--- src/rtl/mtr_duty_sched_pkg.sv ---
// Shared types and helpers for the motor duty scheduler.
//   mtr_state_t : scheduler FSM state (IDLE, RUN, BRAKE, DEAD)
//   DUTY_W      : PWM duty width (11)
//   CMD_W       : signed speed command width (12)
//   cmd_mag()   : |cmd| saturated to 11 bits, then clamped to a ceiling
package mtr_pkg;

   localparam int DUTY_W = 11;
   localparam int CMD_W  = 12;

   typedef enum logic [1:0] {
      IDLE  = 2'd0,
      RUN   = 2'd1,
      BRAKE = 2'd2,
      DEAD  = 2'd3
   } mtr_state_t;

   // Magnitude of a two's-complement command. -2048 negates to 12'h800,
   // which is the only value with the top bit set; it saturates to 2047.
   function automatic logic [DUTY_W-1:0] cmd_mag(input logic [CMD_W-1:0] cmd,
                                                 input logic [DUTY_W-1:0] max_duty);
      logic [CMD_W-1:0] a;
      a = cmd[CMD_W-1] ? -cmd : cmd;
      if (a[CMD_W-1]) a = {1'b0, {(CMD_W-1){1'b1}}};
      if (a > {1'b0, max_duty}) return max_duty;
      return a[DUTY_W-1:0];
   endfunction

endpackage

--- src/rtl/mtr_duty_sched_if.sv ---
// Bundle between the balance controller / PWM side and mtr_duty_sched.
//   prd_strt : 1-cycle pulse at each PWM period boundary
//   en       : drive enable
//   cmd      : signed speed command, with cmd_vld / cmd_rdy handshake
//   duty     : duty to the PWM
//   fwd_en   : forward leg enable
//   rev_en   : reverse leg enable
//   busy     : reversal sequence in progress
//   state    : scheduler FSM state, for observation
// Handshake: a command transfers on a rising clk edge where cmd_vld and
// cmd_rdy are both high. While cmd_vld is high and cmd_rdy is low the
// offer stalls; the source holds cmd stable until the transfer.
interface mtr_duty_sched_if;
   import mtr_pkg::*;

   logic                     prd_strt;
   logic                     en;
   logic [CMD_W-1:0]         cmd;
   logic                     cmd_vld;
   logic                     cmd_rdy;
   logic [DUTY_W-1:0]        duty;
   logic                     fwd_en;
   logic                     rev_en;
   logic                     busy;
   mtr_state_t               state;

   modport slave (
      input  prd_strt, en, cmd, cmd_vld,
      output cmd_rdy, duty, fwd_en, rev_en, busy, state
   );

   modport master (
      output prd_strt, en, cmd, cmd_vld,
      input  cmd_rdy, duty, fwd_en, rev_en, busy, state
   );

endinterface

--- src/rtl/mtr_duty_sched_duty_slew.sv ---
// Next duty for one PWM period: move from duty_i toward tgt_i by at most
// STEP, never overshooting the target.
//   duty_i     : current duty
//   tgt_i      : target duty
//   duty_nxt_o : duty after one slew step
module duty_slew import mtr_pkg::*; #(
   parameter logic [DUTY_W-1:0] STEP = 11'd16
) (
   input  logic [DUTY_W-1:0] duty_i,
   input  logic [DUTY_W-1:0] tgt_i,
   output logic [DUTY_W-1:0] duty_nxt_o
);

   logic [DUTY_W:0] d_w, t_w, s_w, up_w, dn_w;

   // One extra bit so duty+STEP cannot wrap.
   assign d_w  = {1'b0, duty_i};
   assign t_w  = {1'b0, tgt_i};
   assign s_w  = {1'b0, STEP};
   assign up_w = d_w + s_w;
   assign dn_w = d_w - s_w;

   always_comb begin
      duty_nxt_o = tgt_i;
      if (d_w < t_w) begin
         if (up_w < t_w) duty_nxt_o = up_w[DUTY_W-1:0];
      end else if (d_w > t_w) begin
         // d_w > s_w guards the subtraction against borrowing.
         if ((d_w > s_w) && (dn_w > t_w)) duty_nxt_o = dn_w[DUTY_W-1:0];
      end
   end

endmodule

--- src/rtl/mtr_duty_sched.sv ---
// Duty and H-bridge direction sequencer for one wheel's PWM.
// Accepts signed speed commands, slew-limits the duty on PWM period
// boundaries and inserts a ramp-down plus dead-time on direction reversal.
//   clk    : system clock
//   rst    : asynchronous active-high reset
//   mtr_if : command, period strobe, enable and drive outputs (slave side)
module mtr_duty_sched import mtr_pkg::*; #(
   parameter logic [DUTY_W-1:0] STEP      = 11'd16,
   parameter logic [DUTY_W-1:0] MAX_DUTY  = 11'd2000,
   parameter int                DEAD_PRDS = 4
) (
   input  logic               clk,
   input  logic               rst,
   mtr_duty_sched_if.slave    mtr_if
);

   localparam logic [3:0] DEAD_LAST = 4'(DEAD_PRDS - 1);

   mtr_state_t        state_q, state_d;
   logic [DUTY_W-1:0] duty_q, duty_d;
   logic [DUTY_W-1:0] tgt_q, tgt_d;
   logic [DUTY_W-1:0] pend_tgt_q, pend_tgt_d;
   logic              dir_q, dir_d;          // 0 = forward, 1 = reverse
   logic              pend_dir_q, pend_dir_d;
   logic [3:0]        dead_q, dead_d;
   logic              fwd_q, fwd_d, rev_q, rev_d;

   logic [DUTY_W-1:0] mag, slew_tgt, slew_nxt;
   logic              cmd_neg, acc;

   assign mag     = cmd_mag(mtr_if.cmd, MAX_DUTY);
   assign cmd_neg = mtr_if.cmd[CMD_W-1];

   assign mtr_if.cmd_rdy = (state_q == IDLE) || (state_q == RUN);
   assign acc            = mtr_if.cmd_vld && mtr_if.cmd_rdy;

   // Only RUN with en high chases the stored target; everything else ramps to 0.
   assign slew_tgt = ((state_q == RUN) && mtr_if.en) ? tgt_q : '0;

   duty_slew #(.STEP(STEP)) u_slew (
      .duty_i     (duty_q),
      .tgt_i      (slew_tgt),
      .duty_nxt_o (slew_nxt)
   );

   // Targets written on a prd_strt edge land in tgt_q together with that
   // edge's duty update, so the update still uses the previous target.
   always_comb begin
      state_d    = state_q;
      duty_d     = duty_q;
      tgt_d      = tgt_q;
      dir_d      = dir_q;
      pend_tgt_d = pend_tgt_q;
      pend_dir_d = pend_dir_q;
      dead_d     = dead_q;
      case (state_q)
         IDLE: begin
            duty_d = '0;
            if (acc) begin
               tgt_d = mag;
               if (mag != '0) begin
                  dir_d = cmd_neg;
                  if (mtr_if.en) state_d = RUN;
               end
            end
         end
         RUN: begin
            if (mtr_if.prd_strt) duty_d = slew_nxt;
            if (acc && (mag != '0) && (cmd_neg != dir_q)) begin
               pend_tgt_d = mag;
               pend_dir_d = cmd_neg;
               dead_d     = '0;
               if (duty_q != '0) begin
                  state_d = BRAKE;
               end else begin
                  state_d = DEAD;
                  duty_d  = '0;
               end
            end else begin
               if (acc) tgt_d = mag;
               if (mtr_if.prd_strt && !mtr_if.en && (slew_nxt == '0)) state_d = IDLE;
            end
         end
         BRAKE: begin
            tgt_d = '0;
            if (mtr_if.prd_strt) begin
               duty_d = slew_nxt;
               if (slew_nxt == '0) begin
                  state_d = DEAD;
                  dead_d  = '0;
               end
            end
         end
         DEAD: begin
            duty_d = '0;
            if (mtr_if.prd_strt) begin
               if (dead_q == DEAD_LAST) begin
                  dir_d   = pend_dir_q;
                  tgt_d   = pend_tgt_q;
                  state_d = mtr_if.en ? RUN : IDLE;
               end else begin
                  dead_d = dead_q + 4'd1;
               end
            end
         end
         default: state_d = IDLE;
      endcase
      // Enables follow the next state; dir only changes on a DEAD or IDLE
      // exit, so a leg can never hand over directly to the other one.
      fwd_d = ((state_d == RUN) || (state_d == BRAKE)) && !dir_d;
      rev_d = ((state_d == RUN) || (state_d == BRAKE)) &&  dir_d;
   end

   always_ff @(posedge clk or posedge rst) begin
      if (rst) begin
         state_q    <= IDLE;
         duty_q     <= '0;
         tgt_q      <= '0;
         dir_q      <= 1'b0;
         pend_tgt_q <= '0;
         pend_dir_q <= 1'b0;
         dead_q     <= '0;
         fwd_q      <= 1'b0;
         rev_q      <= 1'b0;
      end else begin
         state_q    <= state_d;
         duty_q     <= duty_d;
         tgt_q      <= tgt_d;
         dir_q      <= dir_d;
         pend_tgt_q <= pend_tgt_d;
         pend_dir_q <= pend_dir_d;
         dead_q     <= dead_d;
         fwd_q      <= fwd_d;
         rev_q      <= rev_d;
      end
   end

   assign mtr_if.duty   = duty_q;
   assign mtr_if.fwd_en = fwd_q;
   assign mtr_if.rev_en = rev_q;
   assign mtr_if.busy   = (state_q == BRAKE) || (state_q == DEAD);
   assign mtr_if.state  = state_q;

endmodule
--- src/flat_wrapper.sv ---
// flat-port wrapper written by rule: the top's interface ports become plain ports
module mtr_duty_sched_flat import mtr_pkg::*;
#(
   parameter logic [DUTY_W-1:0] STEP      = 11'd16,
   parameter logic [DUTY_W-1:0] MAX_DUTY  = 11'd2000,
   parameter int                DEAD_PRDS = 4
)
  (clk, rst, mtr_if_prd_strt, mtr_if_en, mtr_if_cmd, mtr_if_cmd_vld, mtr_if_cmd_rdy, mtr_if_duty, mtr_if_fwd_en, mtr_if_rev_en, mtr_if_busy, mtr_if_state);
  mtr_duty_sched_if mtr_if_i ();
  input  logic clk;
  input  logic rst;
  input wire logic [$bits(mtr_if_i.prd_strt)-1:0] mtr_if_prd_strt;
  input wire logic [$bits(mtr_if_i.en)-1:0] mtr_if_en;
  input wire logic [$bits(mtr_if_i.cmd)-1:0] mtr_if_cmd;
  input wire logic [$bits(mtr_if_i.cmd_vld)-1:0] mtr_if_cmd_vld;
  output wire logic [$bits(mtr_if_i.cmd_rdy)-1:0] mtr_if_cmd_rdy;
  output wire logic [$bits(mtr_if_i.duty)-1:0] mtr_if_duty;
  output wire logic [$bits(mtr_if_i.fwd_en)-1:0] mtr_if_fwd_en;
  output wire logic [$bits(mtr_if_i.rev_en)-1:0] mtr_if_rev_en;
  output wire logic [$bits(mtr_if_i.busy)-1:0] mtr_if_busy;
  output wire logic [$bits(mtr_if_i.state)-1:0] mtr_if_state;
  assign mtr_if_i.prd_strt = mtr_if_prd_strt;
  assign mtr_if_i.en = mtr_if_en;
  assign mtr_if_i.cmd = mtr_if_cmd;
  assign mtr_if_i.cmd_vld = mtr_if_cmd_vld;
  assign mtr_if_cmd_rdy = mtr_if_i.cmd_rdy;
  assign mtr_if_duty = mtr_if_i.duty;
  assign mtr_if_fwd_en = mtr_if_i.fwd_en;
  assign mtr_if_rev_en = mtr_if_i.rev_en;
  assign mtr_if_busy = mtr_if_i.busy;
  assign mtr_if_state = mtr_if_i.state;
  mtr_duty_sched #(.STEP(STEP), .MAX_DUTY(MAX_DUTY), .DEAD_PRDS(DEAD_PRDS)) u_core (.clk(clk), .rst(rst), .mtr_if(mtr_if_i));
endmodule
--- config.mk ---
export PLATFORM = sky130hd
export DESIGN_NAME = mtr_duty_sched_flat
export DESIGN_NICKNAME = d
export VERILOG_FILES = /design/src/rtl/mtr_duty_sched_pkg.sv /design/src/rtl/mtr_duty_sched_if.sv /design/src/rtl/mtr_duty_sched_duty_slew.sv /design/src/rtl/mtr_duty_sched.sv /design/src/flat_wrapper.sv
export SDC_FILE = /design/constraint.sdc
export NUM_CORES = 1
export LEC_CHECK = 0
export ABC_AREA = 1
export BUFFER_PORTS_ARGS = -buffer_cell sky130_fd_sc_hd__buf_4
export CAP_MARGIN = 25
export CORE_UTILIZATION = 48
export CTS_CLUSTER_SIZE = 10
export DETAILED_ROUTE_END_ITERATION = 16
export GPL_TIMING_DRIVEN = 0
export PLACE_DENSITY = 0.66
export SLEW_MARGIN = 30
export SYNTH_ARGS = -nofsm -noshare
export SYNTH_HDL_FRONTEND = slang
export SYNTH_SLANG_ARGS = --single-unit
--- constraint.sdc ---
create_clock -name clk -period 3.8 [get_ports clk]
set_input_delay 0.76 -clock clk [delete_from_list [all_inputs] [get_ports clk]]
set_output_delay 0.76 -clock clk [all_outputs]
set_load 0.02 [all_outputs]
==> results.json <==
{
  "hold_path_class": "primary input to asynchronous set/reset pin",
  "p_clk_share_pct": 7.2,
  "syn2layout_area_growth_pct": 16.45,
  "grt_pass1_wl_um": 18630,
  "postSynthCellCount": 658,
  "htree_levels": 2,
  "dr.pass1.iters": 4,
  "setup_violations": 0,
  "async_flop_share_pct": 100.0,
  "clk_latency_ps": 300,
  "min_period_ps": 3506,
  "clk_pin_slew_ps": 80,
  "io_pins": 34,
  "place_congestion": 0.8917,
  "start_kind": "register",
  "n_antenna_cell": 0,
  "total_power_uw": 4827,
  "clock-root-buffer": "clkbuf_8",
  "ys_seq_area_share_pct": 24.69,
  "clockBufferDepth": 2,
  "grt_max_degree": 31,
  "dieWidth_um": 97.29,
  "status": "complete, no violations",
  "yosys_warnings": 0,
  "grt_overflow": 0,
  "layout-drive-gt1-share_pct": 21.53,
  "seqPwrFrac_pct": 16.6,
  "end_kind": "register",
  "wirelength_um": 10780,
  "avgSynthCellArea_um2": 6.623,
  "tightestPinTransition_ps": 578.3,
  "cp_max_fo": 10,
  "final_common_cell": "nand2_1",
  "drc": 0,
  "peakVddDrop_mv": 0.4296,
  "final_util_pct": 57.91,
  "cts_tree": "yes",
  "crit_type": "register to register",
  "syn-cell-area_um2": 4358,
  "core_area_um2": 8763,
  "fin_worst_skew_ps": 7.718,
  "num_rows": 34,
  "cp.arrival_ps": 3700,
  "maxCapViolations": 0,
  "clock.fmax_mhz": 285.2,
  "dieArea_um2": 9464,
  "start_util_pct": 49.73,
  "nFillCells": 884,
  "vias": 4188,
  "clock-sinks": 43,
  "switching_share_pct": 53.77,
  "p_switching_uw": 2596,
  "finalCritPeriodShare_pct": 92.27,
  "p_int_uw": 2232,
  "synthDistinctLibCells": 43,
  "synth-seq-cells": 43,
  "chipHeight_um": 97.29,
  "detailed_place_hpwl_um": 8718,
  "powerDensity_nw_per_um2": 951.2,
  "grt_pass1_vias": 4144,
  "final_antenna_net_count": 0,
  "via_per_inst": 5.145,
  "drtIter0Drc": 172,
  "cp.required_ps": 4000,
  "hold_viol": 0,
  "leakage_uw": 0.002716,
  "fin_nets": 758,
  "combinationalPowerShare_pct": 76.2,
  "drv_slew": 0,
  "slew_headroom_pct": 61.31,
  "io_buffers": 32,
  "seqCellArea_um2": 1082,
  "hold_buffers": 0,
  "cts_made_buffers": 5,
  "track_usage_pct": 23.82,
  "wl_per_cell_um": 13.24,
  "multi_input_area_um2": 2838,
  "layout_common_cells": "171 x nand2_1, 94 x inv_1, 57 x nand3_1, 47 x nor2_1, 41 x buf_4",
  "antenna_found_initial": 0,
  "ys.flop_type": "dfrtp_1",
  "syn_nets": 710,
  "synth_enable_flop_cells": 0
}
final timing paths:
path | depth (start not counted) | to | slack, ps | start
worst max-delay path | 25 | u_core.mtr_if.rev_en | 290 | u_core.mtr_if.duty[4]
worst min-delay path | 2 | u_core.mtr_if.state[0] | 420 | rst
worst max register to register | 25 | u_core.mtr_if.rev_en | 290 | u_core.mtr_if.duty[4]
worst min register to register | 2 | u_core.pend_tgt_q[10] | 490 | u_core.pend_tgt_q[10]
max in group asynchronous | 3 | u_core.mtr_if.duty[4] | 2910 | rst
min in group clk | 2 | u_core.pend_tgt_q[10] | 490 | u_core.pend_tgt_q[10]
power groups by stage:
stage	registers (uW)	clock network (uW)	logic, uW
CTS	799	359	3400
global route	822	373	4140
global placement	800	0	3290
detailed placement	808	0	3350
floorplan	830	0	2570
finish	800	350	3680
final cells by class:
class,count,area share (%)
clock inverters,2,0.7396
repair buffers,41,6.558
well taps,108,2.663
multi-input cells,484,55.92
plain buffers,17,2.909
flip-flops and latches,43,21.33
clock buffers,5,1.356
inverters,114,8.531
stage by stage:
step	area, um2	hold WS [ps]	std cells	TNS (ps)	worst slack [ps]
detailed placement	4753	465.7	799	-2061	-359.7
floorplan	4358	449.8	658	0	368.5
finish	5075	420.4	814	0	293.8
global route	5075	443.3	814	-0.009770	-0.009770
global placement	4733	463.4	798	-1625	-321.5
CTS	4882	420.4	806	0	23.70
metal layers:
| layer | routed length, um | share of wire, % | up-vias | global-route usage [%] |
|---|---|---|---|---|
| li1 | - | - | 2191 | - |
| met1 | 4687 | 43 | 1919 | 28.32 |
| met2 | 5630 | 52 | 65 | 45.02 |
| met3 | 300 | 2.8 | 13 | 2.230 |
| met4 | 159 | 1.5 | 0 | 7.240 |
| met5 | 0 | 0 | - | 0 |
cell families (layout without fill, tap and decap cells):
| kind of cell | Yosys count | in the layout | synth area share (%) |
|---|---|---|---|
| adders and majority gates | 35 | 35 | 10.05 |
| DFF | 43 | 43 | 24.69 |
| and+or+nand+nor | 348 | 348 | 37.55 |
| xor gates and xnor gates | 9 | 9 | 1.809 |
| AOI/OAI and AO/OA | 92 | 92 | 13.06 |
| buffers and inverters | 131 | 179 | 12.83 |
synth_stat cells (9+ instances only):
library cell / count / area (um2)
a21oi_1: 20 / 100.1
dfrtp_1: 43 / 1076
ha_1: 35 / 437.9
inv_1: 98 / 367.9
inv_2: 12 / 45.04
nand2_1: 175 / 656.9
nand2_2: 10 / 62.56
nand3_1: 58 / 290.3
nor2_1: 57 / 214.0
nor2_2: 13 / 81.33
o2111ai_1: 9 / 78.83
o21ai_0: 35 / 175.2
state kept, by name, summed over array words and instances, names as in the netlist:
name,cells
u_core.mtr_if.rev_en,1
u_core.dead_q,4
u_core.mtr_if.duty,11
u_core.mtr_if.fwd_en,1
u_core.mtr_if.state,2
u_core.dir_q,1
u_core.pend_tgt_q,11
u_core.pend_dir_q,1
u_core.tgt_q,11
repair_timing:
item                       4_1_cts  5_1_grt
buffers inserted                 0        8
gates resized for setup          8       36
pin swaps                        0        5
setup endpoints to repair        8        8
critical path: stages (launching register included):
cell	delay [ps]
dfrtp_2	440
buf_12	130
ha_1	200
nand3_1	110
nor2_1	130
xor2_1	160
inv_1	80
ha_1	320
inv_1	50
o211ai_1	340
nor2_4	80
nand2_2	90
buf_6	140
nand2_1	60
nand3_1	60
nand2_1	80
inv_2	50
nand2_1	70
nor2_4	160
nand4_1	160
nand2_1	110
nand3_1	100
nand2_1	90
nand2_1	50
nand2_1	80
nor2_1	50
(Power assumes the default switching activity.)
